**config.mk**
```make
export PLATFORM = sky130hd
export DESIGN_NAME = cp0_tlb_seq
export DESIGN_NICKNAME = d
export VERILOG_FILES = /design/src/rtl/cp0_tlb_seq.sv
export SDC_FILE = /design/constraint.sdc
export NUM_CORES = 1
export LEC_CHECK = 0
export ABC_AREA = 0
export ABC_CLOCK_PERIOD_IN_PS = 5000
export BUFFER_PORTS_ARGS = -buffer_cell sky130_fd_sc_hd__buf_2
export CAP_MARGIN = 0
export CORE_AREA = 2 2 195 197
export CTS_CLUSTER_DIAMETER = 150
export CTS_CLUSTER_SIZE = 8
export DETAILED_ROUTE_END_ITERATION = 8
export DIE_AREA = 0 0 197 199
export PLACE_DENSITY_LB_ADDON = 0.2
export SKIP_LAST_GASP = 1
export SLEW_MARGIN = 15
export SYNTH_ARGS = -nofsm -noshare
export SYNTH_HDL_FRONTEND = slang
export SYNTH_SLANG_ARGS = --single-unit
```
**constraint.sdc**
```tcl
create_clock -name clk -period 5 [get_ports clk]
set_clock_uncertainty 0.2 [all_clocks]
set_input_delay 0.5 -clock clk [delete_from_list [all_inputs] [get_ports clk]]
set_output_delay 0.5 -clock clk [all_outputs]
set_load 0.05 [all_outputs]
```
**src/rtl/cp0_tlb_seq.sv**
```systemverilog
// cp0_tlb_seq: multi-cycle sequencer for TLBP/TLBR/TLBWI/TLBWR with CP0 writeback and Random counter
module cp0_tlb_seq #(
  parameter int TLB_WIDTH = 4
) (
  input  logic                 clk,
  input  logic                 rst,
  input  logic                 op_valid_i,
  input  logic [1:0]           op_i,
  input  logic                 flush_i,
  input  logic [31:0]          index_i,
  input  logic [31:0]          entryhi_i,
  input  logic [85:0]          entry_i,
  output logic                 tlb_re_o,
  output logic [TLB_WIDTH-1:0] tlb_raddr_o,
  input  logic [85:0]          tlb_rdata_i,
  output logic                 tlb_we_o,
  output logic [TLB_WIDTH-1:0] tlb_waddr_o,
  output logic [85:0]          tlb_wdata_o,
  output logic                 busy_o,
  output logic                 done_o,
  output logic                 wb_index_we_o,
  output logic [31:0]          wb_index_o,
  output logic                 wb_entry_we_o,
  output logic [31:0]          wb_entryhi_o,
  output logic [31:0]          wb_entrylo0_o,
  output logic [31:0]          wb_entrylo1_o,
  output logic [31:0]          random_o
);
  localparam logic [TLB_WIDTH:0] NK = {1'b1, {TLB_WIDTH{1'b0}}};
  typedef enum logic [2:0] {IDLE, PROBE, READ, WB, DONE} state_t;
  state_t               state;
  logic [1:0]           op;
  logic [TLB_WIDTH:0]   k;
  logic [TLB_WIDTH-1:0] rnd, raddr_q, waddr_q;
  logic [85:0]          wdata_q;
  logic                 accept, hit, live;
  assign accept = state == IDLE && op_valid_i && !flush_i && !rst;
  assign live = !flush_i && !rst;
  assign hit = tlb_rdata_i[70:52] == entryhi_i[31:13] &&
               (tlb_rdata_i[71] || tlb_rdata_i[79:72] == entryhi_i[7:0]);
  assign busy_o = state != IDLE;
  assign random_o = 32'(rnd);
  // Array-side signals are combinational so the access lands in the accept cycle;
  // the shadow registers keep the buses stable between accesses.
  always_comb begin
    tlb_re_o = (accept && !op_i[1]) || (state == PROBE && k < NK && !rst);
    tlb_raddr_o = !tlb_re_o ? raddr_q : accept ? (op_i[0] ? index_i[TLB_WIDTH-1:0] : '0) : k[TLB_WIDTH-1:0];
    tlb_we_o = accept && op_i[1];
    tlb_waddr_o = !tlb_we_o ? waddr_q : op_i[0] ? rnd : index_i[TLB_WIDTH-1:0];
    tlb_wdata_o = tlb_we_o ? entry_i : wdata_q;
    done_o = (state == WB || state == DONE) && live;
    wb_index_we_o = state == WB && op == 2'b00 && live;
    wb_entry_we_o = state == WB && op == 2'b01 && live;
  end
  always_ff @(posedge clk) begin
    if (rst) begin
      state <= IDLE;
      op <= '0;
      k <= '0;
      rnd <= '1;
      raddr_q <= '0;
      waddr_q <= '0;
      wdata_q <= '0;
      wb_index_o <= '0;
      wb_entryhi_o <= '0;
      wb_entrylo0_o <= '0;
      wb_entrylo1_o <= '0;
    end else begin
      rnd <= rnd - 1'b1;
      raddr_q <= tlb_raddr_o;
      waddr_q <= tlb_waddr_o;
      wdata_q <= tlb_wdata_o;
      if (state == IDLE) begin
        if (accept) begin
          op <= op_i;
          k <= 1;
          state <= op_i[1] ? DONE : op_i[0] ? READ : PROBE;
        end
      end else if (flush_i) begin
        state <= IDLE;
      end else if (state == PROBE) begin
        // rdata in probe step k is entry k-1, so a hit reports k-1
        if (hit || k == NK) begin
          wb_index_o <= hit ? 32'(k - 1'b1) : 32'h8000_0000;
          state <= WB;
        end else begin
          k <= k + 1'b1;
        end
      end else if (state == READ) begin
        wb_entryhi_o <= {tlb_rdata_i[70:52], 5'b0, tlb_rdata_i[79:72]};
        wb_entrylo0_o <= 32'({tlb_rdata_i[25:2], tlb_rdata_i[85:83], tlb_rdata_i[1:0], tlb_rdata_i[71]});
        wb_entrylo1_o <= 32'({tlb_rdata_i[51:28], tlb_rdata_i[82:80], tlb_rdata_i[27:26], tlb_rdata_i[71]});
        state <= WB;
      end else begin
        state <= IDLE;
      end
    end
  end
endmodule

```
After elaboration in Yosys (flattened, before gate mapping)
Cells that the tools add are included.

storage, ports and cells
  register bits after elaboration = 227
  word-level logic and storage cells = 80
  output and inout bits = 260

operators by class
  bitwise operators = 3
  equal/unequal tests = 12
  add/sub/neg operators = 3
  $lt $le $gt $ge = 1
  reduce and logical (&&, ||, !) cells = 30
  multiplexer cells = 20

operators with widths
  operator               count
  $mux W86               1
  $mux W32               1
  $mux W5                5
  $mux W4                5
  $eq A19 B19 Y1         1
  $mux W3                6
  $logic_and A1 B1 Y1    14
  $reduce_and A4 Y1      3
  $eq A8 B8 Y1           1
  $eq A3 B2 Y1 const B   2
  $sub A5 B1 Y6 const B  1
  $add A5 B1 Y5 const B  1
  $eq A5 B5 Y1 const B   1
  $lt A5 B5 Y1 const B   1
  $logic_or A1 B1 Y1     4
  $mux W2                2
  $ne A2 B2 Y1 const B   2
  $ne A4 B3 Y1 const B   1
  $reduce_and A2 Y1      2
  $sub A4 B1 Y4 const B  1
  $eq A3 B1 Y1 const B   1
  $eq A3 B3 Y1 const B   1
  $logic_not A1 Y1       3
  $logic_not A3 Y1       1
  6 further kinds        8

Depth between registers and ports, before layout
  word-level depth = 8
  gate-level depth with buffers = 11

Worst setup path after synthesis
OpenSTA, ideal clock, no wires.

  path type = in2out
  start = input flush_i
  end = output wb_entry_we_o
  arrival time = 2,479 ps
  stages = 3
  buffers on the path = 1
  slack = 1,821 ps
  required time = 4,300 ps
  cell sequence = buf_2 or3_1 nor4_1

on the way
  cells in the longest elaborated chain, start to end = 3

RTL lines
  element              line  source
  start, declared      9     input logic flush_i,
  $logic_not A1 Y1     38    assign live = !flush_i && !rst;
  $logic_and A1 B1 Y1  38
  $logic_and A1 B1 Y1  53    wb_entry_we_o = state == WB && op == 2'b01 && live;
  end, declared        23    output logic wb_entry_we_o,

No other way between the ends.

Worst setup path after layout
  start = register state[0]
  end = output tlb_wdata_o[56]

on the way
  cells in the longest elaborated chain, start to end = 6

RTL lines
  element                           line  source
  start, declared                   31    state_t state;
  start signal, assigned            77    state <= op_i[1] ? DONE : op_i[0] ? READ : PROBE;
  $logic_not A3 Y1                  37    assign accept = state == IDLE && op_valid_i && !flush_i && !rst;
  $logic_and A1 B1 Y1 (3 in a row)  37
  $logic_and A1 B1 Y1               48    tlb_we_o = accept && op_i[1];
  $mux W86                          50    tlb_wdata_o = tlb_we_o ? entry_i : wdata_q;
  end, declared                     18    output logic [85:0] tlb_wdata_o,

No other way between the ends.

==> impl_metrics.env <==
export IMPL_first_global_vias=7795
export IMPL_synth_area_um2=8723
export IMPL_leakage_nw=6.155
export IMPL_die_h_um=199
export IMPL_gp_congestion=0.7676
export IMPL_crit_slowest_cell="clkinv_2"
export IMPL_max_stage_delay_ns=0.49
export IMPL_grt_overflow_total=0
export IMPL_top_usage_layer="met2"
export IMPL_crit_top_cell="nand2_1"
export IMPL_dp_cells=1951
export IMPL_crit_fanout=44
export IMPL_peakVddDrop_mv=0.2310
export IMPL_max_slew_margin_pct=33.43
export IMPL_antenna_found_initial=1
export IMPL_hold_violations=0
export IMPL_path_buf_inv=3
export IMPL_setup_viol=0
export IMPL_cts_sinks=201
export IMPL_avgSynthCellArea_um2=7.666
export IMPL_worstPathArrival_ns=3.14
export IMPL_synth_simple_area_share_pct=30.81
export IMPL_cap_violations=0
export IMPL_final_setup_tns_ns=0
export IMPL_start_kind="flop"
export IMPL_hold_path_class="input port to flop"
export IMPL_stdcell_count=2067
export IMPL_ys_types=43
export IMPL_worst_slew_pin_slew_ns=0.9985
export IMPL_clock_path_buffers=3
export IMPL_cts_clk_slew_worst_paths_ns=0.05
export IMPL_vias_per_cell=4.170
export IMPL_ys_seq_elements=201
export IMPL_fin_crit_ns=3.841
export IMPL_clock_fmax_mhz=260.4
export IMPL_cts_max_level=1
export IMPL_cts_buffers=29
export IMPL_area_growth_pct=42.48
export IMPL_critPathCaptureType="primary output"
export IMPL_die_x_um=197
export IMPL_fin_hold_ws_ns=0.05859
export IMPL_worstSetupPathType="flop to primary output"
export IMPL_clock_latency_ns=0.55
export IMPL_dieArea_um2=39200
export IMPL_power_density_nw_per_um2=317.0
export IMPL_grt_pass1_wl_um=42780
export IMPL_cts_setup_buffers=0
export IMPL_drtIter0Drc=332
export IMPL_grt_util_met2_pct=23.64
export IMPL_firstDrtPassIters=4
export IMPL_use_met1_pct=16.15
export IMPL_syn_inst=1138
export IMPL_gr_usage_met3_pct=3.527
export IMPL_fin_crit_sh_pct=76.82
export IMPL_dp_hpwl_um=19690
export IMPL_yosysWarnings=0
export IMPL_ant_nets=0
export IMPL_status="complete, no violations"
export IMPL_coreArea_um2=37130
export IMPL_synth_compound_area_share_pct=7.803
export IMPL_synth_xor_area_share_pct=3.313
export IMPL_post_drt_wl_per_cell_um=13.81
export IMPL_wl_um=28540
export IMPL_power_mw=3.940
export IMPL_drc=0
export IMPL_drive_gt1_share_pct=30.21
export IMPL_grtUsageTotal_pct=13.59
export IMPL_synth_top_family_by_area="simple AND/OR/NAND/NOR gates"
export IMPL_port_buffers=431
export IMPL_crit_family="simple AND/OR/NAND/NOR gates"
export IMPL_path_cells="nor3_4 > and3_1 > nand2_4 > clkinv_2 > buf_12 > nand2_1 > nand2_1 > buf_2"
export IMPL_cts_root_buffer="clkbuf_16"
export IMPL_yosysSeqAreaShare_pct=46.13
export IMPL_num_nets_final=1837
export IMPL_grt_max_degree=89
export IMPL_synthAdderAreaFrac_pct=0.5737
export IMPL_setup_ws_ns=1.159
export IMPL_via_count=8620
export IMPL_rsz0062_at_grt="false"
export IMPL_cts_tree="built"
export IMPL_io_pins=502
export IMPL_rows=71
export IMPL_cp_required_ns=4.30
export IMPL_start_util_pct=23.49
export IMPL_drv_slew=0
export IMPL_post_place_ws_ns=1.262
export IMPL_muxShareOfSynthArea_pct=1.061
==> metal layers <==
metal / part of all wire (%) / up-vias
met5: 0 / -
met4: 2.8 / 0
met3: 6.7 / 48
met2: 50 / 259
met1: 41 / 3919
li1: - / 4394
==> cell type report <==
cell class / instances / area [um2]
fill: 4021 / 24700
sequential: 201 / 4024
multi-input combinational: 826 / 3960
timing repair buffer: 521 / 3055
clock buffer: 30 / 729.5
tap: 474 / 593.1
inverter: 12 / 47.55
clock inverter: 2 / 17.52
antenna: 1 / 2.502
==> kinds of logic after synthesis <==
| kind of cell | Yosys count |
|---|---|
| buffers and inverters | 147 |
| AND/OR/NAND/NOR | 621 |
| adder cells (fa/ha/maj) | 4 |
| multiplexers | 9 |
| AO/OA/AOI/OAI | 122 |
| XOR/XNOR | 33 |
| flip-flops | 201 |
| other | 1 |
==> state kept, by name, indices dropped and copies added, names as in the netlist <==
signal / cells
state: 3
raddr_q: 4
wb_entrylo1_o: 30
rnd: 4
wdata_q: 86
k: 5
op: 2
wb_entrylo0_o: 29
wb_index_o: 7
waddr_q: 4
wb_entryhi_o: 27
==> layout by cell type, fill, tap and decap left out, types with 10 or more instances in the layout <==
cell,n
clkbuf_16,29
nand2_1,464
nand3_1,10
inv_1,10
nor2_1,19
a21oi_1,97
dlygate4sd3_1,83
dfxtp_1,201
conb_1,37
xor2_1,25
buf_2,430
and2_1,97
==> metrics by stage <==
stage	util (%)	area, um2
after CTS	33.47	12430
after global placement	29.22	10850
final	33.47	12430
after detailed placement	29.22	10850
after floorplan	-	8859
after global routing	33.47	12430
==> synthesized netlist by cell type <==
cell | instances | area share (%)
a211o_1 | 1 | 0.10
a21oi_1 | 97 | 5.6
a221oi_1 | 1 | 0.10
a31o_2 | 2 | 0.20
a31oi_1 | 6 | 0.43
and2_1 | 97 | 7.0
and3_1 | 3 | 0.22
buf_1 | 1 | 0.043
buf_2 | 12 | 0.69
buf_4 | 65 | 5.6
buf_6 | 11 | 1.4
clkbuf_1 | 45 | 1.9
clkbuf_2 | 1 | 0.057
clkinv_2 | 1 | 0.057
conb_1 | 1 | 0.043
dfxtp_1 | 201 | 46
ha_1 | 4 | 0.57
inv_1 | 11 | 0.47
mux2_2 | 2 | 0.26
mux2i_1 | 7 | 0.80
nand2_1 | 464 | 20
nand2_4 | 1 | 0.13
nand2b_1 | 1 | 0.072
nand3_1 | 11 | 0.63
nand3b_1 | 1 | 0.086
nand4_1 | 3 | 0.22
nor2_1 | 19 | 0.82
nor3_1 | 8 | 0.46
nor3_4 | 2 | 0.37
nor4_1 | 9 | 0.65
nor4b_2 | 1 | 0.17
o211ai_1 | 1 | 0.086
o21a_1 | 1 | 0.086
o21ai_0 | 3 | 0.17
o21ai_1 | 4 | 0.23
o311a_1 | 1 | 0.11
o311ai_0 | 1 | 0.10
o32ai_1 | 1 | 0.10
o32ai_4 | 1 | 0.32
o41ai_1 | 2 | 0.20
or3_1 | 1 | 0.072
xnor2_1 | 8 | 0.80
xor2_1 | 25 | 2.5
==> worst reg2reg max path: cells and delay by family (launching register included) <==
kind	cells	cell delay, ns
DFF	1	0.59
and+or+nand+nor	6	0.95
buffers and inverters	2	0.96
==> path summary, 6_finish.rpt <==
path / slack [ns] / depth (start not counted) / to / start
setup / recovery: 1.16 / 8 / tlb_wdata_o[56] / state[0]
hold / removal: 0.06 / 3 / wb_entryhi_o[6] / tlb_rdata_i[78]
setup reg to reg: 2.17 / 8 / wdata_q[56] / state[0]
hold reg to reg: 0.23 / 1 / rnd[0] / rnd[0]
==> timing repair <==
item | 4_1_cts | 5_1_grt
hold buffers | 83 | 0
resized for setup | 0 | 0
endpoints found under the hold margin | 83 | 0
==> report_power, final <==
| group | switching [mW] | internal, mW |
|---|---|---|
| combinational | 0.384 | 0.185 |
| clock | 0.703 | 1.01 |
| sequential | 0.0171 | 1.64 |
| total | 1.10 | 2.84 |
Note: power is estimated with default switching activity, not from simulation.
